--- src/rtl/debounce_pkg.sv ---
// Shared state encoding for the pushbutton debouncer.
package debounce_pkg;

  localparam int STATE_W = 2;

  typedef enum logic [STATE_W-1:0] {
    IDLE            = 2'd0,
    CONFIRM_PRESS   = 2'd1,
    PRESSED         = 2'd2,
    CONFIRM_RELEASE = 2'd3
  } state_t;

endpackage

--- src/rtl/sync_2ff.sv ---
// Two-stage synchroniser for a single asynchronous bit; both stages reset to 0.
module sync_2ff (
  input  logic clk,
  input  logic reset,
  input  logic d,
  output logic q
);

  logic meta;

  always_ff @(posedge clk) begin
    if (reset) begin
      meta <= 1'b0;
      q    <= 1'b0;
    end else begin
      meta <= d;
      q    <= meta;
    end
  end

endmodule

--- src/rtl/button_debounce_pulse.sv ---
// Pushbutton synchroniser + debounce FSM emitting one pulse per accepted press.
// Define AUTO_REPEAT_EN to add auto-repeat pulses while the button stays held.
module button_debounce_pulse
  import debounce_pkg::*;
#(
  parameter int STABLE_CYCLES = 4
`ifdef AUTO_REPEAT_EN
  ,
  parameter int REPEAT_DELAY  = 16,
  parameter int REPEAT_PERIOD = 8
`endif
) (
  input  logic clk,
  input  logic reset,
  input  logic btn_in,
  output logic pulse,
  output logic btn_level
);

  localparam int CNT_W = $clog2(STABLE_CYCLES + 1);
  localparam logic [CNT_W-1:0] CNT_ONE  = CNT_W'(1);
  localparam logic [CNT_W-1:0] CNT_LAST = CNT_W'(STABLE_CYCLES - 1);

  logic btn_sync;
  state_t state, state_d;
  logic [CNT_W-1:0] cnt, cnt_d;
  logic pulse_d, level_d;

  sync_2ff u_sync (
    .clk  (clk),
    .reset(reset),
    .d    (btn_in),
    .q    (btn_sync)
  );

`ifdef AUTO_REPEAT_EN
  localparam int RPT_W = $clog2(REPEAT_DELAY + REPEAT_PERIOD);
  localparam logic [RPT_W-1:0] RPT_FIRST  = RPT_W'(REPEAT_DELAY - 1);
  localparam logic [RPT_W-1:0] RPT_NEXT   = RPT_W'(REPEAT_DELAY + REPEAT_PERIOD - 1);
  localparam logic [RPT_W-1:0] RPT_RELOAD = RPT_W'(REPEAT_DELAY);

  logic [RPT_W-1:0] rpt_cnt, rpt_d;

  always_ff @(posedge clk) begin
    if (reset) rpt_cnt <= '0;
    else       rpt_cnt <= rpt_d;
  end
`endif

  always_ff @(posedge clk) begin
    if (reset) begin
      state     <= IDLE;
      cnt       <= '0;
      pulse     <= 1'b0;
      btn_level <= 1'b0;
    end else begin
      state     <= state_d;
      cnt       <= cnt_d;
      pulse     <= pulse_d;
      btn_level <= level_d;
    end
  end

  always_comb begin
    state_d = state;
    cnt_d   = cnt;
    pulse_d = 1'b0;
    level_d = btn_level;
`ifdef AUTO_REPEAT_EN
    rpt_d   = rpt_cnt;
`endif
    case (state)
      IDLE: begin
        if (btn_sync) begin
          state_d = CONFIRM_PRESS;
          cnt_d   = CNT_ONE;
        end
      end
      CONFIRM_PRESS: begin
        if (!btn_sync) begin
          state_d = IDLE;
          cnt_d   = '0;
        end else if (cnt == CNT_LAST) begin
          state_d = PRESSED;
          cnt_d   = '0;
          level_d = 1'b1;
          pulse_d = 1'b1;
`ifdef AUTO_REPEAT_EN
          rpt_d   = '0;
`endif
        end else begin
          cnt_d = cnt + CNT_ONE;
        end
      end
      PRESSED: begin
        if (!btn_sync) begin
          state_d = CONFIRM_RELEASE;
          cnt_d   = CNT_ONE;
        end
`ifdef AUTO_REPEAT_EN
        // Counter folds back to REPEAT_DELAY so later repeats recur every REPEAT_PERIOD.
        else if (rpt_cnt == RPT_FIRST || rpt_cnt == RPT_NEXT) begin
          pulse_d = 1'b1;
          rpt_d   = RPT_RELOAD;
        end else begin
          rpt_d = rpt_cnt + RPT_W'(1);
        end
`endif
      end
      CONFIRM_RELEASE: begin
        if (btn_sync) begin
          state_d = PRESSED;
          cnt_d   = '0;
        end else if (cnt == CNT_LAST) begin
          state_d = IDLE;
          cnt_d   = '0;
          level_d = 1'b0;
`ifdef AUTO_REPEAT_EN
          rpt_d   = '0;
`endif
        end else begin
          cnt_d = cnt + CNT_ONE;
        end
      end
      default: begin
        state_d = IDLE;
        cnt_d   = '0;
      end
    endcase
  end

endmodule
--- config.mk ---
export PLATFORM = sky130hd
export DESIGN_NAME = button_debounce_pulse
export DESIGN_NICKNAME = d
export VERILOG_FILES = /design/src/rtl/debounce_pkg.sv /design/src/rtl/sync_2ff.sv /design/src/rtl/button_debounce_pulse.sv
export SDC_FILE = /design/constraint.sdc
export NUM_CORES = 1
export LEC_CHECK = 0
export BUFFER_PORTS_ARGS = -buffer_cell sky130_fd_sc_hd__buf_4
export CORE_AREA = 2 2 39 41
export CTS_CLUSTER_SIZE = 20
export DETAILED_ROUTE_END_ITERATION = 10
export DIE_AREA = 0 0 41 43
export HOLD_SLACK_MARGIN = 0.06
export MAX_ROUTING_LAYER = met4
export PLACE_DENSITY = 0.54
export SYNTH_ARGS = -nofsm -noshare
export SYNTH_HDL_FRONTEND = slang
export SYNTH_SLANG_ARGS = --single-unit
--- constraint.sdc ---
create_clock -name clk -period 1.7 [get_ports clk]
set_clock_uncertainty 0.1 [all_clocks]
set_input_delay 0 -clock clk [delete_from_list [all_inputs] [get_ports clk]]
set_output_delay 0 -clock clk [all_outputs]
set_load 0.005 [all_outputs]
==> impl_metrics.ini <==
[placement]
placed_area_um2 = 403
place.port_buffers = 4
hpwl_um = 384
pre_cts_ws_ns = 0.367
place_congestion = 0.673

[timing]
slew_headroom_pct = 80.3
hold_viol = 0
rsz0062_at_grt = false
layout_setup_ws_ns = 0.352
period_share_pct = 79.3
setup-violations-final = 0
tightest_slew_ns = 0.294
slew_violations = 0
min_period_ns = 1.35
max_freq_ghz = 0.742
finalSetupTns_ns = 0
whs_ns = 0.344

[drt]
wl_um = 581
viasPerCell = 4.68
wl_per_cell_um = 9.68
num_vias = 281
ant_nets = 0
first_iter_violations = 8
drtPass1Iterations = 4
drc = 0

[setup_path]
r2r_start = u_sync.q$_SDFF_PP0_
worst_setup_path_start_kind = flop
max_stage_delay_ns = 0.41
endpoint_kind = flop
ff2ff_setup_slack_ns = 0.35
required_ns = 1.80
critPathMaxFanout = 5
crit_chain = xor2_1, mux2_4, nor3b_2
critPathArrivalTime_ns = 1.44
reg2reg_depth = 3
slowest_stage = dfxtp_1
worstSetupPathType = reg -> reg
rr_endpoint = cnt[2]$_SDFFE_PP0P_

[power_and_ir_drop]
pwr-share-comb_pct = 8.4
p_switching_mw = 0.0993
p_int_mw = 0.329
power.density_nw_per_um2 = 930
p_leak_nw = 0.184
power_frac_seq_pct = 52.8
finalPower_mw = 0.428
ir_drop_mv = 0.433
p_sw_share_pct = 23.2
p_clk_share_pct = 38.8

[logic_synthesis]
ys_async_sr_fraction_pct = 0
avgSynthCellArea_um2 = 10.5
synth_edf_count = 0
synthFlopType = dfxtp_1
netlist_area_um2 = 357
synth_cell_type_count = 20
ys_seq_elements = 9
synth_nets = 38
yosysSeqAreaShare_pct = 50.5
yosysWarnings = 0
syn_inst = 34

[clock_network]
clk_pin_slew_ns = 0.06
postCtsSetupBuffers = 0
tritoncts.num_buffers = 3
clk_latency_ns = 0.26
cts.sinks = 9
htree_levels = 1
cts_resized = 0
root_buffer = clkbuf_4
clk_path_buf_depth = 2
tritoncts = built

[finish]
fin_nets = 49
diodes = 0
regArea_um2 = 180
drive_gt1_share_pct = 25.0
multi_input_area_um2 = 173
stdcell_area_um2 = 460
n_fill_cell = 147
area_growth_pct = 29.1

[job]
maxCapViolCount = 0

[grt]
grt_usage_pct = 9.31
antenna_found_initial = 0
overflow = 0
grt_max_degree = 10
grt_pass1_wl_um = 993
grt_pass1_vias = 245

[floorplan]
die-area_um2 = 1760
core_area_um2 = 1380
die_y_um = 43
top_level_ports = 5
initial_core_util_pct = 25.8
die_w_um = 41
num_rows = 14

[worst_hold_path]
min_to = u_sync.q$_SDFF_PP0_
hold_path.class = reg -> reg
min-delay-start = u_sync.meta$_SDFF_PP0_
min_path_cells = 1

[run_status]
outcome = completed
[synthesized netlist by cell type, types with 2 or more instances]
| library cell | n | area (um^2) |
|---|---|---|
| nand3b_1 | 2 | 15.0 |
| dfxtp_1 | 9 | 180 |
| nor2_1 | 2 | 7.51 |
| a21oi_1 | 3 | 15.0 |
| nor2b_1 | 2 | 12.5 |
| nand2_1 | 2 | 7.51 |
[power groups by stage]
stage	Combinational (mW)	Clock [mW]	Sequential, mW
floorplan	0.0192	0	0.230
global placement	0.0311	0	0.231
detailed placement	0.0309	0	0.231
CTS	0.0361	0.175	0.226
global route	0.0397	0.186	0.228
finish	0.0360	0.166	0.226
[worst max path at each step]
stage | from | to | slack (ns) | depth (start not counted)
global route | u_sync.q$_SDFF_PP0_ | cnt[2]$_SDFFE_PP0P_ | 0.24 | 3
floorplan | u_sync.q$_SDFF_PP0_ | cnt[2]$_SDFFE_PP0P_ | 0.44 | 3
CTS | u_sync.q$_SDFF_PP0_ | cnt[2]$_SDFFE_PP0P_ | 0.34 | 3
global placement | u_sync.q$_SDFF_PP0_ | cnt[2]$_SDFFE_PP0P_ | 0.37 | 3
detailed placement | u_sync.q$_SDFF_PP0_ | cnt[2]$_SDFFE_PP0P_ | 0.37 | 3
finish | u_sync.q$_SDFF_PP0_ | cnt[2]$_SDFFE_PP0P_ | 0.35 | 3
[routing by layer]
layer,GRT usage (%),vias to the layer above,routed length (um)
met5,-,-,0
met4,2.00,0,0
met3,9.42,0,54
met2,11.6,11,269
met1,10.5,132,256
li1,-,138,-
[layout by cell type (no fill, tap or decap), types with 2 or more instances in the layout]
cell type | synthesis | routed
a21oi_1 | 3 | 3
buf_4 | 0 | 4
clkbuf_4 | 0 | 3
dfxtp_1 | 9 | 9
dlygate4sd3_1 | 0 | 3
nand2_1 | 2 | 2
nand3b_1 | 2 | 2
nor2_1 | 2 | 2
nor2b_1 | 2 | 2
[metrics by stage]
stage          std cells  utilization (%)
2_1_floorplan         34                -
3_3_place_gp          53             29.1
3_5_place_dp          53             29.1
4_1_cts               60             33.3
5_1_grt               60             33.3
6_report              60             33.3
[area by class of cell]
type	count	area share (%)
Clock buffer	3	4.89
Timing Repair Buffer	7	13.0
Multi-Input combinational cell	24	37.5
Sequential cell	9	39.1
Clock inverter	1	1.09
Tap cell	16	4.35
[repair_timing]
action / CTS / global route
hold buffers: 3 / 0
endpoints found under the setup margin: 0 / 0
endpoints found under the hold margin: 9 / 0
[critical path, delay by kind of cell (launching register included)]
| family | cells | cell delay [ns] |
|---|---|---|
| muxes | 1 | 0.33 |
| xor gates and xnor gates | 1 | 0.30 |
| DFF | 1 | 0.41 |
| and+or+nand+nor | 1 | 0.14 |
[cells by family after synthesis]
group	Yosys count	share of synthesized area [%]
and+or+nand+nor	14	24.2
DFF	9	50.5
AOI/OAI and AO/OA	6	11.6
xor gates and xnor gates	2	4.91
buffers and inverters	1	1.05
muxes	1	4.21
adders and majority gates	1	3.51
Power figures use the tool's default switching activity.
